`config.mk`:
```
export PLATFORM = sky130hd
export DESIGN_NAME = rhd_acq_sequencer
export DESIGN_NICKNAME = d
export VERILOG_FILES = /design/src/rtl/rhd_pkg.sv /design/src/rtl/rhd_frame_timer.sv /design/src/rtl/rhd_acq_sequencer.sv
export SDC_FILE = /design/constraint.sdc
export NUM_CORES = 1
export LEC_CHECK = 0
export BUFFER_PORTS_ARGS = -buffer_cell sky130_fd_sc_hd__clkbuf_2
export CORE_MARGIN = 5
export CORE_UTILIZATION = 37
export CTS_BUF_LIST = sky130_fd_sc_hd__clkbuf_16
export DETAILED_ROUTE_END_ITERATION = 8
export GPL_TIMING_DRIVEN = 0
export PLACE_DENSITY_LB_ADDON = 0.3
export SLEW_MARGIN = 40
export SYNTH_ARGS = -nofsm -noshare
export SYNTH_HDL_FRONTEND = slang
export SYNTH_HIERARCHICAL = 1
export SYNTH_SLANG_ARGS = --single-unit
export TNS_END_PERCENT = 30
```
`constraint.sdc`:
```
create_clock -name clk -period 3 [get_ports clk]
set_input_delay 0.15 -clock clk [delete_from_list [all_inputs] [get_ports clk]]
set_output_delay 0.15 -clock clk [all_outputs]
set_load 0.1 [all_outputs]
```
`src/rtl/rhd_pkg.sv`:
```
// rhd_pkg: RHD command encodings, the bring-up register table and the
// sequencer state type shared by the acquisition sequencer files.
package rhd_pkg;

  localparam logic [15:0] CAL_CMD   = 16'h5500;
  localparam logic [15:0] DUMMY_CMD = 16'hFF00;

  // Bring-up writes in issue order: {reg[5:0], data[7:0]}
  localparam int CFG_ROM_LEN = 18;
  localparam logic [13:0] CFG_ROM [CFG_ROM_LEN] = '{
    {6'd0,  8'hDE}, {6'd1,  8'h20}, {6'd2,  8'h28}, {6'd3,  8'h02},
    {6'd4,  8'h9C}, {6'd5,  8'h00}, {6'd6,  8'h00}, {6'd7,  8'h00},
    {6'd8,  8'h16}, {6'd9,  8'h80}, {6'd10, 8'h17}, {6'd11, 8'h80},
    {6'd12, 8'h2C}, {6'd13, 8'h06}, {6'd14, 8'hFF}, {6'd15, 8'hFF},
    {6'd16, 8'hFF}, {6'd17, 8'hFF}
  };

  // Each WAIT state directly follows its ISSUE state in the encoding
  typedef enum logic [3:0] {
    ST_IDLE        = 4'd0,
    ST_CFG_ISSUE   = 4'd1,
    ST_CFG_WAIT    = 4'd2,
    ST_CAL_ISSUE   = 4'd3,
    ST_CAL_WAIT    = 4'd4,
    ST_DUMMY_ISSUE = 4'd5,
    ST_DUMMY_WAIT  = 4'd6,
    ST_CONV_ISSUE  = 4'd7,
    ST_CONV_WAIT   = 4'd8,
    ST_ARMED       = 4'd9,
    ST_ERROR       = 4'd10
  } state_e;

  function automatic logic [15:0] enc_write(input logic [5:0] addr, input logic [7:0] data);
    return {2'b10, addr, data};
  endfunction

  function automatic logic [15:0] enc_convert(input logic [5:0] ch);
    return {2'b00, ch, 8'h00};
  endfunction

  function automatic logic [15:0] cfg_cmd(input logic [4:0] idx);
    logic [13:0] entry;
    if (idx < 5'(CFG_ROM_LEN)) begin
      entry = CFG_ROM[idx];
      return enc_write(entry[13:8], entry[7:0]);
    end else begin
      return DUMMY_CMD;
    end
  endfunction

endpackage

```
`src/rtl/rhd_frame_timer.sv`:
```
// rhd_frame_timer: free-running sample-period counter; tick marks each wrap to 0.
module rhd_frame_timer
  import rhd_pkg::*;
#(
  parameter int PERIOD = 3500
) (
  input  logic clk,
  input  logic rstn,
  input  logic run,
  input  logic restart,
  output logic tick
);

  localparam int CW = (PERIOD > 1) ? $clog2(PERIOD) : 1;
  localparam logic [CW-1:0] LAST = CW'(PERIOD - 1);

  logic [CW-1:0] cnt_r;

  // period counter and registered wrap tick
  always_ff @(posedge clk or negedge rstn) begin
    if (!rstn) begin
      cnt_r <= '0;
      tick  <= 1'b0;
    end else if (restart || !run) begin
      cnt_r <= '0;
      tick  <= 1'b0;
    end else if (cnt_r == LAST) begin
      cnt_r <= '0;
      tick  <= 1'b1;
    end else begin
      cnt_r <= cnt_r + 1'b1;
      tick  <= 1'b0;
    end
  end

endmodule

```
`src/rtl/rhd_acq_sequencer.sv`:
```
// rhd_acq_sequencer: drives the RHD SPI master through register bring-up, ADC
// calibration and periodic CONVERT sweeps, tagging each ADC result with its channel.
module rhd_acq_sequencer
  import rhd_pkg::*;
#(
  parameter int NUM_CH        = 32,
  parameter int NUM_CFG       = 18,
  parameter int SAMPLE_PERIOD = 3500,
  parameter int TIMEOUT       = 1023,
  parameter int CAL_DUMMIES   = 9
) (
  input  logic        clk,
  input  logic        rstn,
  input  logic        enable,
  output logic        spi_start,
  output logic [15:0] spi_cmd,
  input  logic        spi_done,
  input  logic [15:0] spi_rx,
  output logic        sample_valid,
  output logic [15:0] sample_data,
  output logic [5:0]  sample_ch,
  output logic        frame_start,
  output logic        running,
  output logic        overrun,
  output logic        fault
);

  localparam int WDW = $clog2(TIMEOUT + 1);
  localparam logic [WDW-1:0] LAST_WD = WDW'(TIMEOUT - 1);
  localparam logic [6:0] LAST_CFG   = 7'(NUM_CFG - 1);
  localparam logic [6:0] LAST_DUMMY = 7'(CAL_DUMMIES - 1);
  localparam logic [6:0] LAST_K     = 7'(NUM_CH + 1);
  localparam logic [6:0] NCH        = 7'(NUM_CH);

  state_e         state_r, state_n, adv_state_s;
  logic [6:0]     idx_r, idx_n, adv_idx_s;
  logic [WDW-1:0] wdog_r, wdog_n;
  logic [15:0]    cmd_s, issue_cmd_s;
  logic           start_s, smp_s, timeout_s, restart_s, tick_s;
  logic           enable_q_r, en_rise_s, in_conv_s;

  assign en_rise_s = enable && !enable_q_r;
  assign in_conv_s = (state_r == ST_CONV_ISSUE) || (state_r == ST_CONV_WAIT);
  assign restart_s = (state_r == ST_DUMMY_WAIT) && (state_n == ST_ARMED);

  rhd_frame_timer #(.PERIOD(SAMPLE_PERIOD)) u_timer (
    .clk     (clk),
    .rstn    (rstn),
    .run     (running),
    .restart (restart_s),
    .tick    (tick_s)
  );

  // command word for the current ISSUE state
  always_comb begin
    issue_cmd_s = DUMMY_CMD;
    case (state_r)
      ST_CFG_ISSUE:  issue_cmd_s = cfg_cmd(idx_r[4:0]);
      ST_CAL_ISSUE:  issue_cmd_s = CAL_CMD;
      ST_CONV_ISSUE: issue_cmd_s = (idx_r < NCH) ? enc_convert(idx_r[5:0]) : DUMMY_CMD;
      default:       issue_cmd_s = DUMMY_CMD;
    endcase
  end

  // where a completed transaction leads when enable is still high
  always_comb begin
    adv_state_s = ST_IDLE;
    adv_idx_s   = idx_r + 7'd1;
    case (state_r)
      ST_CFG_WAIT: begin
        if (idx_r == LAST_CFG) begin
          adv_state_s = ST_CAL_ISSUE;
          adv_idx_s   = 7'd0;
        end else begin
          adv_state_s = ST_CFG_ISSUE;
        end
      end
      ST_CAL_WAIT: begin
        adv_state_s = ST_DUMMY_ISSUE;
        adv_idx_s   = 7'd0;
      end
      ST_DUMMY_WAIT: begin
        if (idx_r == LAST_DUMMY) begin
          adv_state_s = ST_ARMED;
          adv_idx_s   = 7'd0;
        end else begin
          adv_state_s = ST_DUMMY_ISSUE;
        end
      end
      ST_CONV_WAIT: begin
        if (idx_r == LAST_K) begin
          adv_state_s = ST_ARMED;
          adv_idx_s   = 7'd0;
        end else begin
          adv_state_s = ST_CONV_ISSUE;
        end
      end
      default: begin
        adv_state_s = ST_IDLE;
        adv_idx_s   = 7'd0;
      end
    endcase
  end

  // next-state, transaction issue and watchdog logic
  always_comb begin
    state_n   = state_r;
    idx_n     = idx_r;
    wdog_n    = wdog_r;
    start_s   = 1'b0;
    cmd_s     = spi_cmd;
    smp_s     = 1'b0;
    timeout_s = 1'b0;
    case (state_r)
      ST_IDLE: begin
        if (enable) begin
          state_n = ST_CFG_ISSUE;
          idx_n   = 7'd0;
        end else begin
          state_n = ST_IDLE;
        end
      end
      ST_CFG_ISSUE, ST_CAL_ISSUE, ST_DUMMY_ISSUE, ST_CONV_ISSUE: begin
        if (enable) begin
          start_s = 1'b1;
          cmd_s   = issue_cmd_s;
          wdog_n  = '0;
          state_n = state_e'(state_r + 4'd1);
        end else begin
          state_n = ST_IDLE;
        end
      end
      ST_CFG_WAIT, ST_CAL_WAIT, ST_DUMMY_WAIT, ST_CONV_WAIT: begin
        if (spi_done) begin
          // k=0,1 return the previous sweep's tail and are dropped
          smp_s = (state_r == ST_CONV_WAIT) && (idx_r >= 7'd2);
          if (enable) begin
            state_n = adv_state_s;
            idx_n   = adv_idx_s;
          end else begin
            state_n = ST_IDLE;
          end
        end else if (wdog_r == LAST_WD) begin
          timeout_s = 1'b1;
          state_n   = ST_ERROR;
        end else begin
          wdog_n = wdog_r + 1'b1;
        end
      end
      ST_ARMED: begin
        if (!enable) begin
          state_n = ST_IDLE;
        end else if (tick_s) begin
          state_n = ST_CONV_ISSUE;
          idx_n   = 7'd0;
        end else begin
          state_n = ST_ARMED;
        end
      end
      ST_ERROR: begin
        if (!enable) begin
          state_n = ST_IDLE;
        end else begin
          state_n = ST_ERROR;
        end
      end
      default: state_n = ST_IDLE;
    endcase
  end

  // state, counters and registered outputs
  always_ff @(posedge clk or negedge rstn) begin
    if (!rstn) begin
      state_r      <= ST_IDLE;
      idx_r        <= 7'd0;
      wdog_r       <= '0;
      enable_q_r   <= 1'b0;
      spi_start    <= 1'b0;
      spi_cmd      <= 16'h0000;
      sample_valid <= 1'b0;
      sample_data  <= 16'h0000;
      sample_ch    <= 6'd0;
      frame_start  <= 1'b0;
      running      <= 1'b0;
      overrun      <= 1'b0;
      fault        <= 1'b0;
    end else begin
      state_r      <= state_n;
      idx_r        <= idx_n;
      wdog_r       <= wdog_n;
      enable_q_r   <= enable;
      spi_start    <= start_s;
      spi_cmd      <= cmd_s;
      sample_valid <= smp_s;
      frame_start  <= smp_s && (idx_r == 7'd2);
      if (smp_s) begin
        sample_data <= spi_rx;
        sample_ch   <= idx_r[5:0] - 6'd2;
      end
      running <= (state_n == ST_ARMED) || (state_n == ST_CONV_ISSUE) ||
                 (state_n == ST_CONV_WAIT);
      if (en_rise_s) begin
        overrun <= 1'b0;
      end else if (tick_s && in_conv_s) begin
        overrun <= 1'b1;
      end
      if (en_rise_s) begin
        fault <= 1'b0;
      end else if (timeout_s) begin
        fault <= 1'b1;
      end
    end
  end

endmodule

```
==> run_results.csv, run 1 <==
group,metric,value,unit
timing,fin_worst_skew,0.00703,ns
power_and_ir_drop,total_power,0.00397,W
worst_setup_path,path_class,"reg -> reg",
synthesis,synth_top_family_by_area,"simple AND/OR/NAND/NOR gates",
drt,vias,3350,
placement,place_congestion,0.869,
floorplan,io_pins,64,
synthesis,yosysMostFrequentCell,"dfrtp_1",
timing,slew_violations,0,
timing,fmax,353,MHz
timing,finalSetupViolations,0,
floorplan,floorplan.initialDensity,0.373,
synthesis,synth_top_area_share,0.468,
clock_tree,cts.sink_count,79,
timing,hold_viol_final,0,
power_and_ir_drop,ir_worst_vdd,0.798,mV
timing,finalCritPeriodShare,0.943,
clock_tree,clk_pin_slew_worst_paths,0.06,ns
timing,period_needed,2.83,ns
placement,portBuffers,62,
synthesis,synthFlopType,"dfrtp_1",
worst_setup_path,crit_arrival,3.05,ns
worst_setup_path,r2r-end,"u_timer/cnt_r[4]$_DFF_PN0_",
drt,drtIter0Drc,230,
min_path,holdCritStartpoint,"spi_rx[15]",
synthesis,synth_top_area_cell,"dfrtp_1",
min_path,hold_path_depth,2,
global_routing,grt_max_degree,68,
synthesis,synthAdderAreaFrac,0.0497,
floorplan,dieArea,13700,um2
timing,max_slew_margin,0.587,
synthesis,yosys-top-cells-count,"dfrtp_1, nand2_1, nor2_1",
global_routing,grt_overflow,0,
cells_and_area,area_delta_synth_final,20.8,%
worst_setup_path,worstPathRequired,3.22,ns
outcome,status,"complete, no violations",
clock_tree,cts-root-buf,"clkbuf_16",
worst_setup_path,crit_start,"idx_r[0]$_DFFE_PN0P_",
min_path,hold_path_end,"sample_data[15]$_DFFE_PN0P_",
timing,finalSetupTns,0,ns
global_routing,grtUsageTotal,0.140,
clock_tree,clock_latency,0.34,ns
worst_setup_path,startpoint_type,"flop",
worst_setup_path,reg2reg_from,"idx_r[0]$_DFFE_PN0P_",
timing,hold_slack,0.0374,ns
synthesis,post_synth_and_or_nand_nor_area_fraction,0.207,
clock_tree,clock_path_buffers,2,
power_and_ir_drop,powerDensity,778,nW/um2
synthesis,synth-compound-area-share,0.151,
timing,worst_slew_pin_slew,0.619,ns
cells_and_area,diodes,0,
placement,place_hpwl,6780,um
synthesis,synthMuxAreaShare,0.0527,
floorplan,die_h,117,um
timing,rsz0062_at_grt,"false",
drt,wl_per_cell,14.0,um
synthesis,synth_area,4230,um2
synthesis,synth_fp_nets,471,
drt,drtAntennaViolNets,0,
placement,place_ws,0.0508,ns
synthesis,ys_seq_area_frac,0.468,
synthesis,synth_xor_xnor_area_share,0.0269,
floorplan,core-area,11300,um2
clock_tree,numCtsBuffers,9,
flow_run,maxCapViolations,0,
worst_setup_path,endpoint_kind,"flop",
synthesis,synthTopCellsByArea,"dfrtp_1, mux2_2, ha_1",
cells_and_area,drive_gt1_frac,0.252,
worst_setup_path,reg2reg_depth,12,
worst_setup_path,regToRegSetupSlack,0.17,ns
floorplan,rows,39,
synthesis,synth_cells,435,
synthesis,synth_seq_cells,79,
synthesis,synth_cell_types,67,
synthesis,postSynthAreaPerCell,9.72,um2
synthesis,yosys_warnings,6,
worst_setup_path,cp_max_fo,10,
clock_tree,cts_tree,"done",
min_path,hp-class,"in -> reg",
global_routing,antenna_found_initial,0,
global_routing,grt_pass1_vias,3223,
global_routing,grt_pass1_wl,15400,um
synthesis,synth_edf_count,0,
power_and_ir_drop,power_leakage,2.40,nW
drt,drcViolationCount,0,
drt,dr.pass1.iters,4,
clock_tree,cts_max_level,3,
cells_and_area,fillerInstances,1112,
drt,routed_wirelength,9210,um
synthesis,synthArstFlopShare,1.00,
cells_and_area,layout.nets,547,
drt,vias_per_cell,5.08,
timing,timing.final.ws_setup,0.171,ns
floorplan,die_w,117,um
state kept, by name, indices dropped and copies added, names as in the netlist:
| name | flops |
|---|---|
| state_r | 4 |
| sample_ch | 6 |
| running | 1 |
| frame_start | 1 |
| spi_start | 1 |
| sample_valid | 1 |
| sample_data | 16 |
| idx_r | 7 |
| wdog_r | 10 |
| overrun | 1 |
| u_timer/cnt_r | 12 |
| spi_cmd | 16 |
| u_timer/tick | 1 |
| enable_q_r | 1 |
| fault | 1 |
power breakdown:
group / internal [W] / total, W / switching (W)
Clock: 0.000731 / 0.00117 / 0.000444
Combinational: 0.000326 / 0.00153 / 0.00120
Sequential: 0.00119 / 0.00127 / 0.0000817
Total: 0.00225 / 0.00397 / 0.00173
cell type report:
cell class,count,area [um2],area share
Tap cell,143,179,0.0350
Buffer,23,125,0.0245
Inverter,17,66.3,0.0130
Multi-Input combinational cell,316,2070,0.405
Clock buffer,9,225,0.0441
Clock inverter,7,97.6,0.0191
Sequential cell,79,1980,0.387
Timing Repair Buffer,65,367,0.0718
cells in the final DEF, fill, tap and decap left out, drive strengths merged, types with 4 or more instances in the layout:
master,count
a31oi,7
inv,18
and3,9
o21ai,41
dfrtp,79
xnor2,4
nor3,9
a211oi,6
or2,4
mux2,18
nor2,44
xor2,9
nand2,50
a21oi,14
nand4,4
buf,11
nor2b,8
clkbuf,84
o31ai,7
nand2b,7
ha,16
nand3,19
kinds of logic (layout without fill, tap and decap cells):
logic type               count (synthesis)  after routing
AND/OR/NAND/NOR                        171            171
AO/OA/AOI/OAI                           95             95
flip-flops                              79             79
buffers and inverters                   40            121
multiplexers                            20             20
adder cells (fa/ha/maj)                 17             17
XOR/XNOR                                13             13
metrics by stage:
stage	util	cell area, um2	cells
floorplan	-	4230	435
global placement	0.417	4720	640
detailed placement	0.420	4750	641
CTS	0.450	5090	659
global route	0.451	5110	659
finish	0.451	5110	659
per-layer routing:
layer / share of wire / global-route usage / vias up
li1: - / - / 1685
met4: 0.017 / 0.0596 / 0
met5: 0 / 0 / -
met3: 0.052 / 0.0247 / 11
met1: 0.46 / 0.188 / 1576
met2: 0.47 / 0.224 / 78
worst max-delay path: stages, from the launching register on:
cell      delay (ns)
dfrtp_1         0.39
clkbuf_2        0.22
inv_2           0.14
ha_1            0.23
and3b_1         0.24
nand2_1         0.07
a32oi_1         0.22
a211oi_1        0.11
a221o_1         0.34
nor4_1          0.34
nand3b_2        0.21
buf_6           0.15
nor2_1          0.05
how the worst max path moves through the flow:
stage,to,cells past startpoint
6_report,u_timer/cnt_r[4]$_DFF_PN0_,12
5_1_grt,u_timer/cnt_r[4]$_DFF_PN0_,12
4_1_cts,u_timer/cnt_r[4]$_DFF_PN0_,12
3_5_place_dp,u_timer/cnt_r[4]$_DFF_PN0_,12
3_3_place_gp,u_timer/cnt_r[3]$_DFF_PN0_,12
2_1_floorplan,u_timer/cnt_r[2]$_DFF_PN0_,12
what timing repair did:
item	CTS	global route
hold endpoints to repair	80	0
hold buffers	2	0
resized for setup	0	5
buffers inserted	0	0
endpoints found under the setup margin	0	10
Note: power is estimated with default switching activity, not from simulation.
==> inputs of run 2 (changes only) <==
==> constraint.sdc (replaced) <==
create_clock -name clk -period 3 [get_ports clk]
set_input_delay 0 -clock clk [delete_from_list [all_inputs] [get_ports clk]]
set_output_delay 0 -clock clk [all_outputs]
set_load 0.1 [all_outputs]
==> run 2 against run 1 <==
Against the previous run: via count is 2.1% higher; combinational power hardly changed; final cell count is 2.4% higher; non-clock buffer count is 16 higher; routed wire length is 2.5% higher; die area stayed put; core utilization is 1.4 points higher; clock power hardly changed; critical path type unchanged; largest cell class unchanged.
==> run_results.csv, run 2 (synthesis results as in run 1) <==
group,metric,value,unit
outcome,status,"complete, no violations",
cells_and_area,fillerInstances,1089,
worst_setup_path,crit_slowest_cell,"dfrtp_1",
drt,drtAntennaViolNets,0,
clock_tree,cts_tree,"done",
cells_and_area,final_common_cell,"dfrtp_1",
drt,drcViolationCount,0,
clock_tree,clock_latency,0.34,ns
worst_setup_path,crit_arrival,3.04,ns
placement,dp.cells,641,
timing,finalSetupTns,0,ns
flow_run,maxCapViolations,0,
timing,period_needed,2.82,ns
drt,drtIter0Drc,240,
cells_and_area,final_cell_mix,"dfrtp_1, clkbuf_2, nand2_1",
cells_and_area,final_cells,675,
global_routing,grtUsageTotal,0.143,
power_and_ir_drop,total_power,0.00399,W
cells_and_area,drive_gt1_frac,0.244,
placement,dpl_cell_area,4750,um2
cells_and_area,diodes,0,
floorplan,die_w,117,um
global_routing,grt_overflow,0,
clock_tree,cts.sink_count,79,
drt,dr.pass1.iters,4,
placement,place_congestion,0.869,
worst_setup_path,worstPathCellList,"clkbuf_2 > inv_2 > ha_1 > and3b_1 > nand2_1 > a32oi_1 > a211oi_1 > a221o_1 > nor4_1 > nand3b_2 > buf_6 > nor2_1",
floorplan,core-area,11300,um2
global_routing,grt_pass1_wl,15700,um
cells_and_area,multiInputGateArea,2070,um2
clock_tree,numCtsBuffers,9,
clock_tree,clk_pin_slew_worst_paths,0.06,ns
timing,hold_viol_final,0,
cells_and_area,biggestRegsByFlops,"sample_data (16), spi_cmd (16), u_timer/cnt_r (12)",
floorplan,die_h,117,um
floorplan,rows,39,
placement,portBuffers,62,
drt,vias,3421,
timing,max_slew_margin,0.586,
drt,routed_wirelength,9430,um
worst_setup_path,max_stage_delay,0.39,ns
timing,rsz0062_at_grt,"false",
worst_setup_path,worstPathRequired,3.22,ns
timing,hold_slack,0.0800,ns
global_routing,grt_max_degree,68,
min_path,hp-class,"in -> async",
power_and_ir_drop,powerDensity,758,nW/um2
worst_setup_path,cp_max_fo,10,
worst_setup_path,reg2reg_from,"idx_r[0]$_DFFE_PN0P_",
timing,finalCritPeriodShare,0.939,
power_and_ir_drop,ir_worst_vdd,0.798,mV
worst_setup_path,endpoint_kind,"flop",
timing,fmax,355,MHz
timing,finalSetupViolations,0,
clock_tree,cts-root-buf,"clkbuf_16",
timing,fin_worst_skew,0.00675,ns
floorplan,floorplan.initialDensity,0.373,
floorplan,io_pins,64,
cells_and_area,final_area,5270,um2
global_routing,antenna_found_initial,0,
global_routing,grt_pass1_vias,3283,
cells_and_area,layout.nets,563,
worst_setup_path,path_class,"reg -> reg",
timing,slew_violations,0,
timing,worst_slew_pin_slew,0.621,ns
clock_tree,clock_path_buffers,2,
worst_setup_path,startpoint_type,"flop",
floorplan,dieArea,13700,um2
drt,vias_per_cell,5.07,
placement,place_hpwl,6780,um
clock_tree,cts_max_level,3,
worst_setup_path,crit_start,"idx_r[0]$_DFFE_PN0P_",
drt,wl_per_cell,14.0,um
cells_and_area,area_delta_synth_final,24.6,%
power_and_ir_drop,power_leakage,2.47,nW
cells_and_area,regArea,1980,um2
[run 2: cell count changes in the layout (fill, tap and decap cells not counted)]
cell	delta
dlygate4sd3_1	+16
[run 2: area by class of cell]
cell class | instances | share of cell area
inverters | 17 | 0.0126
flip-flops and latches | 79 | 0.375
plain buffers | 23 | 0.0238
clock buffers | 9 | 0.0428
multi-input cells | 316 | 0.393
well taps | 143 | 0.0340
clock inverters | 7 | 0.0185
repair buffers | 81 | 0.100
[run 2: worst paths after layout]
| check | endpoint | slack [ns] | cells after the start |
|---|---|---|---|
| min in group clk | frame_start$_DFF_PN0_ | 0.20 | 3 |
| setup reg to reg | u_timer/cnt_r[4]$_DFF_PN0_ | 0.18 | 12 |
| max in group asynchronous | state_r[1]$_DFF_PN0_ | 2.38 | 3 |
| setup / recovery | u_timer/cnt_r[4]$_DFF_PN0_ | 0.18 | 12 |
| hold / removal | sample_data[14]$_DFFE_PN0P_ | 0.08 | 2 |
| hold reg to reg | spi_cmd[6]$_DFFE_PN0P_ | 0.48 | 2 |
[run 2: critical path: cells and delay by family (launching register included)]
| kind | cells | cell delay, ns |
|---|---|---|
| simple gates | 5 | 0.91 |
| compound gates | 3 | 0.66 |
| buf+inv | 3 | 0.51 |
| flops | 1 | 0.39 |
| fa+ha+maj | 1 | 0.23 |
[run 2: routing by layer]
layer  global-route usage  up-vias  part of all wire
met4               0.0596        0             0.017
met5                    0        -                 0
met3               0.0247       11             0.047
met2                0.229       76              0.47
li1                     -     1722                 -
met1                0.192     1612              0.46
[run 2: what timing repair did]
| action | CTS | global route |
|---|---|---|
| setup buffers | 0 | 0 |
| resized for setup | 0 | 5 |
| endpoints found under the setup margin | 0 | 10 |
| hold buffers | 18 | 0 |
| endpoints found under the hold margin | 96 | 0 |
[run 2: through the flow]
| step | worst slack [ns] | utilization |
|---|---|---|
| after floorplan | 0.490 | - |
| after global placement | 0.102 | 0.417 |
| after detailed placement | 0.0508 | 0.420 |
| after CTS | 0.0379 | 0.464 |
| after global routing | 0.0132 | 0.465 |
| final | 0.182 | 0.465 |
[run 2: report_power, final]
part,switching [W],leakage (nW),internal (W),total [W]
clock,0.000444,0.157,0.000731,0.00117
combinational,0.00120,1.25,0.000340,0.00154
sequential,0.0000811,1.06,0.00119,0.00127
==> inputs of run 3 (changes only) <==
--- a/config.mk
+++ b/config.mk
@@ -11,7 +11,6 @@
 export CTS_BUF_LIST = sky130_fd_sc_hd__clkbuf_16
 export DETAILED_ROUTE_END_ITERATION = 8
 export GPL_TIMING_DRIVEN = 0
-export PLACE_DENSITY_LB_ADDON = 0.3
 export SLEW_MARGIN = 40
 export SYNTH_ARGS = -nofsm -noshare
 export SYNTH_HDL_FRONTEND = slang
==> run 3 against run 2 <==
Against the previous run: first-iteration DRC count shrank 2.9%; sequential share of layout area is essentially flat; setup slack gained 0.0080 ns; combinational power is essentially flat; hold slack gained 0.044 ns; clock power is essentially flat; maximum frequency grew 0.29%; via count grew 0.73%; highest routed layer unchanged.
==> run_results.csv, run 3 (synthesis results as in run 1) <==
group,metric,value,unit
outcome,status,"complete, no violations",
floorplan,die_w,117,um
worst_setup_path,worstPathCellList,"inv_1 > ha_1 > nor3b_2 > nand2_1 > a32oi_1 > a211oi_1 > a221o_1 > nor4_2 > nand3b_2 > buf_6 > nor2_1",
drt,vias_per_cell,5.11,
floorplan,die_h,117,um
cells_and_area,area_delta_synth_final,24.5,%
placement,dpl_cell_area,4750,um2
clock_tree,cts-root-buf,"clkbuf_16",
drt,drcViolationCount,0,
timing,finalSetupViolations,0,
global_routing,grtUsageTotal,0.146,
cells_and_area,final_area,5260,um2
global_routing,grt_pass1_wl,15900,um
timing,period_needed,2.81,ns
worst_setup_path,path_class,"reg -> reg",
cells_and_area,regArea,1980,um2
clock_tree,cts_max_level,3,
cells_and_area,fillerInstances,1090,
cells_and_area,biggestRegsByFlops,"sample_data (16), spi_cmd (16), u_timer/cnt_r (12)",
timing,rsz0062_at_grt,"false",
min_path,hp-class,"in -> async",
worst_setup_path,regToRegSetupSlack,0.19,ns
timing,hold_viol_final,0,
placement,place_hpwl,6890,um
drt,routed_wirelength,9410,um
worst_setup_path,crit_start,"idx_r[1]$_DFFE_PN0P_",
worst_setup_path,crit_family,"simple AND/OR/NAND/NOR gates",
worst_setup_path,reg2reg_from,"idx_r[1]$_DFFE_PN0P_",
timing,slew_violations,0,
worst_setup_path,endpoint_kind,"flop",
global_routing,grt_overflow,0,
cells_and_area,drive_gt1_frac,0.245,
worst_setup_path,cp.buffers_inverters,2,
clock_tree,clock_latency,0.34,ns
clock_tree,cts_tree,"done",
drt,drtAntennaViolNets,0,
worst_setup_path,crit_arrival,3.03,ns
timing,fin_worst_skew,0.00945,ns
clock_tree,numCtsBuffers,9,
drt,dr.pass1.iters,4,
clock_tree,cts.sink_count,79,
global_routing,grt_pass1_vias,3354,
power_and_ir_drop,power_leakage,2.47,nW
global_routing,antenna_found_initial,0,
cells_and_area,multiInputGateArea,2080,um2
global_routing,grt_max_degree,50,
floorplan,core-area,11300,um2
worst_setup_path,cp_max_fo,10,
floorplan,io_pins,64,
timing,worst_slew_pin_slew,0.576,ns
timing,max_slew_margin,0.616,
placement,place_congestion,0.880,
floorplan,dieArea,13700,um2
clock_tree,clk_pin_slew_worst_paths,0.06,ns
worst_setup_path,crit_slowest_cell,"dfrtp_1",
timing,fmax,356,MHz
floorplan,floorplan.initialDensity,0.373,
cells_and_area,final_cell_mix,"dfrtp_1, clkbuf_2, nand2_1",
worst_setup_path,worstPathRequired,3.22,ns
clock_tree,clock_path_buffers,2,
power_and_ir_drop,ir_worst_vdd,0.669,mV
drt,drtIter0Drc,233,
floorplan,rows,39,
clock_tree,postCtsSetupBuffers,0,
power_and_ir_drop,powerDensity,753,nW/um2
cells_and_area,final_common_cell,"dfrtp_1",
cells_and_area,layout.nets,563,
timing,finalSetupTns,0,ns
worst_setup_path,max_stage_delay,0.49,ns
timing,finalCritPeriodShare,0.937,
cells_and_area,diodes,0,
flow_run,maxCapViolations,0,
worst_setup_path,startpoint_type,"flop",
placement,portBuffers,62,
drt,wl_per_cell,14.0,um
drt,vias,3446,
==> run 3: path summary, 6_finish.rpt <==
check / endpoint / depth (start not counted)
max in group asynchronous: state_r[3]$_DFF_PN0_ / 3
setup reg to reg: u_timer/cnt_r[2]$_DFF_PN0_ / 11
hold / removal: sample_valid$_DFF_PN0_ / 2
min in group clk: frame_start$_DFF_PN0_ / 3
setup / recovery: u_timer/cnt_r[2]$_DFF_PN0_ / 11
hold reg to reg: spi_cmd[11]$_DFFE_PN0P_ / 2
==> run 3: timing repair <==
action,4_1_cts,5_1_grt
hold endpoints to repair,96,0
gates resized for setup,0,6
hold buffers,18,0
endpoints found under the setup margin,0,12
==> run 3: per-layer routing <==
layer  wire, um  up-vias  share of wire  GRT usage
li1           -     1712              -          -
met1       4270     1643           0.45      0.194
met2       4490       79           0.48      0.237
met3        482       12          0.051     0.0262
met4        167        0          0.018     0.0573
met5          0        -              0          0
==> run 3: worst reg2reg max path, cell delays in order, from the launching register on <==
cell and delay [ns]:
dfrtp_1 0.49, inv_1 0.20, ha_1 0.19, nor3b_2 0.28, nand2_1 0.16, a32oi_1 0.20, a211oi_1 0.11, a221o_1 0.35
nor4_2 0.30, nand3b_2 0.20, buf_6 0.15, nor2_1 0.06
==> run 3: through the flow <==
step                hold slack [ns]  power, W   util  setup slack (ns)  cells
finish                        0.124   0.00396  0.465             0.190    674
global route                  0.141   0.00418  0.465            0.0277    674
CTS                           0.125   0.00400  0.463            0.0300    674
detailed placement          -0.0812   0.00283  0.420            0.0544    641
global placement              0.126   0.00280  0.417             0.116    640
floorplan                    -0.296   0.00252      -             0.490    435
==> run 3: layout make-up <==
type,count,share of cell area
Buffer,23,0.0238
Clock buffer,9,0.0428
Clock inverter,6,0.0162
Inverter,17,0.0126
Multi-Input combinational cell,316,0.395
Sequential cell,79,0.376
Tap cell,143,0.0340
Timing Repair Buffer,81,0.100
==> run 3: where the power goes <==
group	switching, W	total (W)	internal [W]
Combinational	0.00121	0.00155	0.000339
Sequential	0.0000828	0.00127	0.00119
Clock	0.000414	0.00114	0.000722
Total	0.00171	0.00396	0.00225
